File: config.mk
export PLATFORM = sky130hd
export DESIGN_NAME = sdram_port_sequencer
export DESIGN_NICKNAME = d
export VERILOG_FILES = /design/src/rtl/sdram_port_sequencer.sv
export SDC_FILE = /design/constraint.sdc
export NUM_CORES = 1
export LEC_CHECK = 0
export BUFFER_PORTS_ARGS = -buffer_cell sky130_fd_sc_hd__clkbuf_2
export CAP_MARGIN = 10
export CORE_UTILIZATION = 35
export DETAILED_ROUTE_END_ITERATION = 10
export PLACE_DENSITY = 0.59
export SLEW_MARGIN = 20
export SYNTH_ARGS = -nofsm -noshare
export SYNTH_HDL_FRONTEND = slang
export SYNTH_SLANG_ARGS = --single-unit
export TNS_END_PERCENT = 50
File: constraint.sdc
create_clock -name clk_sys -period 14.49 [get_ports clk_sys]
set_input_delay 0.7245 -clock clk_sys [delete_from_list [all_inputs] [get_ports clk_sys]]
set_output_delay 0.7245 -clock clk_sys [all_outputs]
set_load 0.05 [all_outputs]
File: src/rtl/sdram_port_sequencer.sv
// N-channel toggle-handshake request sequencer between core read strobes / ioctl download and SDRAM.
// Optional ack watchdog enabled by defining PORT_TIMEOUT_EN (adds timeout_err output).
module sdram_port_sequencer #(
  parameter int NCH     = 2,
  parameter int AW      = 22,
  parameter int CORE_AW = 16,
  parameter int IDX_W   = 6,
  parameter int TIMEOUT = 1023
) (
  input  logic                   clk_sys,
  input  logic                   reset,
  input  logic                   ioctl_download,
  input  logic [7:0]             ioctl_index,
  input  logic                   ioctl_wr,
  input  logic [24:0]            ioctl_addr,
  input  logic [7:0]             ioctl_dout,
  output logic                   ioctl_wait,
  input  logic [NCH*IDX_W-1:0]   ch_index,
  input  logic [NCH-1:0]         core_stb,
  input  logic [NCH*CORE_AW-1:0] core_addr,
  output logic [NCH*16-1:0]      core_data,
  output logic [NCH-1:0]         core_valid,
  output logic [NCH*AW-1:0]      sd_addr,
  output logic [NCH*8-1:0]       sd_din,
  output logic [NCH-1:0]         sd_we,
  output logic [NCH-1:0]         sd_req,
  input  logic [NCH-1:0]         sd_ack,
  input  logic [NCH*16-1:0]      sd_dout,
`ifdef PORT_TIMEOUT_EN
  output logic [NCH-1:0]         timeout_err,
`endif
  output logic [NCH-1:0]         busy
);

  typedef enum logic [1:0] {ST_RESYNC, ST_IDLE, ST_PEND} state_t;

  logic           dl_q;
  logic           dl_rise;
  logic [NCH-1:0] wait_ch;
  logic           unused_bits;

  always_ff @(posedge clk_sys or posedge reset) begin
    if (reset) dl_q <= 1'b0;
    else       dl_q <= ioctl_download;
  end

  assign dl_rise     = ioctl_download & ~dl_q;
  assign ioctl_wait  = |wait_ch;
  assign unused_bits = &{1'b0, ioctl_index[7:IDX_W], ioctl_addr[24:AW], 1'(TIMEOUT)};

  for (genvar c = 0; c < NCH; c++) begin : g_ch
    state_t         state_q, state_d;
    logic           req_q, req_d, we_q, we_d, valid_q, valid_d, busy_q;
    logic [AW-1:0]  addr_q, addr_d, qaddr_q, qaddr_d, rd_addr, ev_addr;
    logic [7:0]     din_q, din_d, qdin_q, qdin_d;
    logic [15:0]    data_q, data_d;
    logic           qv_q, qv_d, qwe_q, qwe_d;
    logic           rd_ev, wr_ev, ev, ack_match, qv_eff, q_locked, tmo_hit;

    always_comb begin
      rd_ev   = core_stb[c] & ~ioctl_download;
      wr_ev   = ioctl_download & ioctl_wr &
                (ioctl_index[IDX_W-1:0] == ch_index[c*IDX_W +: IDX_W]);
      ev      = rd_ev | wr_ev;
      rd_addr = '0;
      rd_addr[CORE_AW:0] = {core_addr[c*CORE_AW +: CORE_AW], 1'b0};
      ev_addr = wr_ev ? ioctl_addr[AW-1:0] : rd_addr;
    end

    // A download start cancels a queued read; queued writes survive.
    assign ack_match = (sd_ack[c] == req_q);
    assign qv_eff    = qv_q & ~(dl_rise & ~qwe_q);
    assign q_locked  = qv_eff & qwe_q;

`ifdef PORT_TIMEOUT_EN
    localparam int unsigned CW = $clog2(TIMEOUT + 1);
    logic [CW-1:0] cnt_q, cnt_d;
    logic          terr_q;

    assign tmo_hit = (cnt_q == CW'(TIMEOUT - 1));

    always_comb begin
      cnt_d = cnt_q;
      if (req_d != req_q)          cnt_d = '0;
      else if (state_q == ST_PEND) cnt_d = cnt_q + 1'b1;
    end

    always_ff @(posedge clk_sys or posedge reset) begin
      if (reset) begin
        cnt_q  <= '0;
        terr_q <= 1'b0;
      end else begin
        cnt_q  <= cnt_d;
        if (state_q == ST_PEND && !ack_match && tmo_hit) terr_q <= 1'b1;
      end
    end

    assign timeout_err[c] = terr_q;
`else
    assign tmo_hit = 1'b0;
`endif

    always_comb begin
      state_d = state_q;
      req_d   = req_q;
      we_d    = we_q;
      addr_d  = addr_q;
      din_d   = din_q;
      data_d  = data_q;
      valid_d = 1'b0;
      qv_d    = qv_eff;
      qwe_d   = qwe_q;
      qaddr_d = qaddr_q;
      qdin_d  = qdin_q;
      case (state_q)
        ST_RESYNC: if (ack_match) state_d = ST_IDLE;
        ST_IDLE: begin
          if (ev) begin
            req_d   = ~req_q;
            we_d    = wr_ev;
            addr_d  = ev_addr;
            if (wr_ev) din_d = ioctl_dout;
            state_d = ST_PEND;
          end
        end
        ST_PEND: begin
          if (ack_match) begin
            if (!we_q) begin
              data_d  = sd_dout[c*16 +: 16];
              valid_d = 1'b1;
            end
            // Queued request goes first; a coincident new event takes the freed slot.
            if (qv_eff) begin
              req_d  = ~req_q;
              we_d   = qwe_q;
              addr_d = qaddr_q;
              if (qwe_q) din_d = qdin_q;
              qv_d    = ev;
              qwe_d   = wr_ev;
              qaddr_d = ev_addr;
              qdin_d  = ioctl_dout;
            end else if (ev) begin
              req_d  = ~req_q;
              we_d   = wr_ev;
              addr_d = ev_addr;
              if (wr_ev) din_d = ioctl_dout;
            end else begin
              state_d = ST_IDLE;
            end
          end else if (tmo_hit) begin
            if (!we_q) begin
              data_d  = 16'hFFFF;
              valid_d = 1'b1;
            end
            qv_d    = 1'b0;
            state_d = ST_RESYNC;
          end else if (ev && !q_locked) begin
            qv_d    = 1'b1;
            qwe_d   = wr_ev;
            qaddr_d = ev_addr;
            qdin_d  = ioctl_dout;
          end
        end
        default: state_d = ST_RESYNC;
      endcase
    end

    always_ff @(posedge clk_sys or posedge reset) begin
      if (reset) begin
        state_q <= ST_RESYNC;
        req_q   <= 1'b0;
        we_q    <= 1'b0;
        addr_q  <= '0;
        din_q   <= '0;
        data_q  <= '0;
        valid_q <= 1'b0;
        busy_q  <= 1'b0;
        qv_q    <= 1'b0;
        qwe_q   <= 1'b0;
        qaddr_q <= '0;
        qdin_q  <= '0;
      end else begin
        state_q <= state_d;
        req_q   <= req_d;
        we_q    <= we_d;
        addr_q  <= addr_d;
        din_q   <= din_d;
        data_q  <= data_d;
        valid_q <= valid_d;
        busy_q  <= (state_d != ST_IDLE);
        qv_q    <= qv_d;
        qwe_q   <= qwe_d;
        qaddr_q <= qaddr_d;
        qdin_q  <= qdin_d;
      end
    end

    assign sd_req[c]            = req_q;
    assign sd_we[c]             = we_q;
    assign sd_addr[c*AW +: AW]  = addr_q;
    assign sd_din[c*8 +: 8]     = din_q;
    assign core_data[c*16 +: 16] = data_q;
    assign core_valid[c]        = valid_q;
    assign busy[c]              = busy_q;
    assign wait_ch[c]           = ((state_q == ST_PEND) && we_q) || (qv_q && qwe_q);
  end

endmodule

* Word-level counts from Yosys, hierarchy flattened *
Cells that the tools add are included.

word-level totals
  memories kept = 0
  output and inout port bits = 101
  RAM bits = 0
  register bits = 169
  word-level logic and storage cells = 172
  bits in latches = 0
  memory bits (read-only) = 0
  input bits = 125

cells by class
  eq/ne operators = 16
  order comparisons = 0
  reduce and logical (&&, ||, !) cells = 25
  bitwise operators = 24
  shift-type cells = 0
  div/mod/pow operators = 0
  $mul = 0
  muxes and demuxes = 82
  $add $sub $neg = 0

operator list
  cell                                                             count
  22-bit two-way mux                                               14
  8-bit two-way mux                                                16
  22-bit case mux with 2 select lines                              2
  1-bit two-way mux                                                32
  8-bit case mux with 2 select lines                               2
  2-bit two-way mux                                                10
  3-bit AND reduction                                              6
  1-bit AND                                                        12
  6-bit == test                                                    2
  2-bit case mux with 3 select lines                               2
  1-bit inverter                                                   10
  2-bit by 1-bit != test with 1-bit output, second input constant  4
  1-bit case mux with 2 select lines                               4
  2-bit nonzero test                                               4
  1-bit logical AND                                                6
  3-bit != test, second input constant                             2
  2-bit by 1-bit == test with 1-bit output, second input constant  2
  2-bit == test, second input constant                             2
  2-bit logical NOT                                                2
  2-bit != test, second input constant                             2
  2-bit AND reduction                                              2
  1-bit == test                                                    2
  1-bit logical NOT                                                2
  1-bit logical OR                                                 2
  other kinds (2)                                                  3

* Depth between registers and ports, before layout *
  word-level depth = 11
  mapped depth = 8
  depth with buffers taken out = 5

* Worst setup path before layout *
Ideal clock, no wire load.

  path kind = input -> register
  from = input port ioctl_index[0]
  to = register g_ch[0].qdin_q[0]
  data required time = 14.365 ns
  library setup time = 0.125 ns
  arrival = 2.533 ns
  path slack = 11.832 ns
  buffers on the path = 1
  stages on the path = 6
  cells stage by stage = xor2_1 nor4_4 a21oi_4 a221oi_4 buf_6 mux2_2

between the ends
  cells in the longest elaborated chain, start to end = 6

ends and longest elaborated chain
  item                                  RTL line  source
  from (decl)                           13        input logic [7:0] ioctl_index,
  6-bit == test                         63        (ioctl_index[IDX_W-1:0] == ch_index[c*IDX_W +: IDX_W]);
  1-bit AND                             62        wr_ev = ioctl_download & ioctl_wr &
  1-bit bitwise OR                      64        ev = rd_ev | wr_ev;
  1-bit logical AND                     157       end else if (ev && !q_locked) begin
  2-bit nonzero test (no source line)   n/a
  3-bit AND reduction (no source line)  n/a
  to (signal assigned)                  194       qdin_q <= qdin_d;
  to (decl)                             55        logic [7:0] din_q, din_d, qdin_q, qdin_d;

No other way between the ends.
A chain may end at the register's enable or synchronous reset.

* Worst setup path in the final report *
  from = register g_ch[1].state_q[0]
  to = register g_ch[1].addr_q[3]

between the ends
  cells in the longest elaborated chain, start to end = 3
  elaborated cells between the ends (all ways) = 6
  classes of those cells = 3 x eq/ne; 1 x mux; 2 x reduce/logical

ends and longest elaborated chain
  item                                                                              RTL line  source
  from (decl)                                                                       52        state_t state_q, state_d;
  from (signal assigned)                                                            183       state_q <= state_d;
  2-bit == test / 2-bit by 1-bit == test with 1-bit output (equally long branches)  115       case (state_q)
  2-bit != test (no source line) / 2-bit nonzero test (equally long branches)       n/a
  2-bit AND reduction (no source line)                                              n/a
  to (signal assigned)                                                              186       addr_q <= addr_d;
  to (decl)                                                                         54        logic [AW-1:0] addr_q, addr_d, qaddr_q, qaddr_d, rd_addr, ev_addr;

Parallel ways exist; a longest one is shown, timed or not.

==> out/qor.yml <==
slowest_delay_ns: 0.85
hold_viol_final: 0
dpl_cell_area_um2: 9170
cts_htree_levels: 4
worstRegToRegCells: 5
regToRegSetupSlack_ns: 11.05
ff_latch_area_um2: 4230
grtUsageTotal_pct: 19.1
finalCritPeriodShare_pct: 23.7
hpwlAfterDp_um: 14600
arrival_ns: 3.76
multi_input_area_um2: 3350
first_iter_violations: 314
fin_worst_skew_ns: 0.0101
layout.cells.non_filler: 1134
clock_path_buffers: 2
post_cts_buffers: 0
synthCells: 628
worst-path-stages: 5
wl_per_cell_um: 18.7
fin_ws_ns: 11.05
grt-ovfl-total: 0
end_kind: "flop"
die_y_um: 151
cts_resized: 0
drtAntennaViolNets: 0
rows: 54
yosysUniqueCellTypes: 49
clock-sinks: 169
cts_tree: "yes"
routabilityCongestion: 0.782
vias: 5890
p_leak_nw: 4.73
cts.clk_slew.worst_paths_ns: 0.07
slowest_stage: "nand3_1"
synth_seq_cells: 169
nets: 965
final_layout_size_suffix_gt1_share_pct: 50.3
first_global_vias: 5828
power.ir.vdd_worst_mv: 0.102
clock.fmax_ghz: 0.291
required_ns: 14.81
syn-num-nets: 753
powerDensity_nw_per_um2: 227
place_inst: 1101
cp-endpoint: "g_ch[1].addr_q[3]$_DFFE_PP0P_"
max_slew_margin_pct: 34.3
firstDrtPassIters: 4
power.total_mw: 2.22
vias_per_cell: 5.19
area_growth_pct: 25.2
setup_viol: 0
final_cell_area_um2: 9790
cts_buffers: 17
core-area_um2: 21900
final.setup.tns_ns: 0
synth_warnings: 0
io_buffers: 220
ys_seq_area_share_pct: 54.1
status: "finished clean"
final_core_util_pct: 44.7
place_ws_ns: 10.92
crit_path_cell_trace: "nor2b_1, nand2_1, nand2_1, nand3_1, o221a_2"
grt_pass1_wl_um: 32700
critical_path_class: "reg2reg"
fillers: 2071
min_path_type: "in2async"
clockRootBuffer: "clkbuf_16"
antenna_found_initial: 0
r2r-start: "g_ch[1].state_q[0]$_DFF_PP0_"
path_max_fanout: 25
io_pins: 226
postCtsHoldBufs: 0
wirelength_um: 21200
worst_setup_path_start_kind: "flop"
r2r-end: "g_ch[1].addr_q[3]$_DFFE_PP0P_"
critical-path-top-delay-family: "simple AND/OR/NAND/NOR gates"
slew_violations: 0
critPathMostFrequentCell: "nand2_1"
die_x_um: 151
drv_cap: 0
clock_latency_ns: 0.44
syn_area_um2: 7820
hold_ws_ns: 0.458
cp_num_buf_inv: 0
route.detailed.drc: 0
avgSynthCellArea_um2: 12.5
crit_start: "g_ch[1].state_q[0]$_DFF_PP0_"
die_area_um2: 22900
rsz0062_at_grt: "false"
grt_start_max_net_pins: 99
worstMarginPinSlew_ns: 0.983
min_period_ns: 3.44
start_util_pct: 35.7
kinds of logic after synthesis:
| kind of cell | after synthesis | share of synthesized area [%] |
|---|---|---|
| AOI/OAI and AO/OA | 127 | 13.8 |
| buffers and inverters | 54 | 3.46 |
| xor gates and xnor gates | 18 | 2.02 |
| DFF | 169 | 54.1 |
| muxes | 133 | 18.9 |
| and+or+nand+nor | 127 | 7.67 |
where the power goes:
group          internal (mW)  switching, mW  leakage [nW]
clock                  0.275          0.206         0.292
combinational          0.298          0.660          2.34
sequential             0.668          0.110          2.10
total                   1.24          0.977          4.73
sequential cells by signal, summed over array words and instances, names as in the netlist, 4 cells and up:
signal	cells
g_ch.addr_q	44
g_ch.qdin_q	16
g_ch.data_q	32
g_ch.state_q	4
g_ch.qaddr_q	44
g_ch.din_q	16
cell type report:
type                    count  area share [%]
multi-input cells         405            34.2
diodes                      1          0.0256
clock inverters            15            1.92
clock buffers              17            4.35
inverters                  17           0.703
flip-flops and latches    169            43.2
well taps                 280            3.58
repair buffers            230            12.0
layer usage:
layer  GRT usage, %  share of wire [%]  up-vias
met2           31.3                 49      176
li1               -                  -     2755
met1           24.7                 43     2935
met4           6.45                1.8        0
met5              0                  0        -
met3           4.25                6.1       24
worst min path at each step:
stage                                        start                        endpoint  slack, ns  cells after the start
finish                                       reset   g_ch[1].data_q[7]$_DFFE_PP0P_       0.46                      2
global route                           sd_dout[17]   g_ch[1].data_q[1]$_DFFE_PP0P_       0.50                      2
CTS                                    sd_dout[17]   g_ch[1].data_q[1]$_DFFE_PP0P_       0.50                      2
detailed placement  g_ch[1].qaddr_q[5]$_DFFE_PP0P_  g_ch[1].qaddr_q[5]$_DFFE_PP0P_       0.49                      1
global placement    g_ch[1].data_q[13]$_DFFE_PP0P_  g_ch[1].data_q[13]$_DFFE_PP0P_       0.49                      1
floorplan             g_ch[0].state_q[1]$_DFF_PP0_    g_ch[0].state_q[0]$_DFF_PP0_       0.47                      1
synth_stat cells, drive strengths merged:
library cell / number / area share [%]
a221o: 12 / 1.5
buf: 21 / 1.9
inv: 17 / 0.82
o31a: 1 / 0.11
nor2: 14 / 0.67
o31ai: 1 / 0.16
dfrtp: 169 / 54
a21bo: 1 / 0.13
nor2b: 4 / 0.32
nor4: 2 / 0.35
nor3: 3 / 0.26
xor2: 14 / 1.6
nand3: 12 / 0.77
nand2: 72 / 3.6
and3b: 1 / 0.11
and2: 2 / 0.16
o21ai: 9 / 0.58
o22a: 2 / 0.22
a2bb2oi: 8 / 0.90
o221a: 32 / 4.6
clkbuf: 16 / 0.77
xnor2: 4 / 0.45
a21boi: 2 / 0.29
o211a: 1 / 0.13
a21oi: 3 / 0.34
o2bb2ai: 1 / 0.11
and3: 6 / 0.48
mux2: 120 / 17
a221oi: 1 / 0.34
a21o: 3 / 0.29
o22ai: 43 / 3.4
nand4: 4 / 0.40
mux2i: 13 / 1.7
a22oi: 1 / 0.096
a31oi: 2 / 0.16
nand2b: 7 / 0.56
a32oi: 1 / 0.11
o211ai: 3 / 0.29
cell usage in the layout (no fill, tap or decap), types with 8 or more instances in the layout:
cell / count
mux2_2: 120
dfrtp_1: 169
nand3_1: 12
o221a_2: 32
a2bb2oi_1: 8
nand2_1: 70
mux2i_1: 13
clkbuf_16: 17
xor2_1: 14
buf_4: 10
clkbuf_2: 220
nor2_1: 14
inv_1: 16
o22ai_1: 43
a221o_1: 12
No activity file was read; power rests on OpenSTA's default activity.
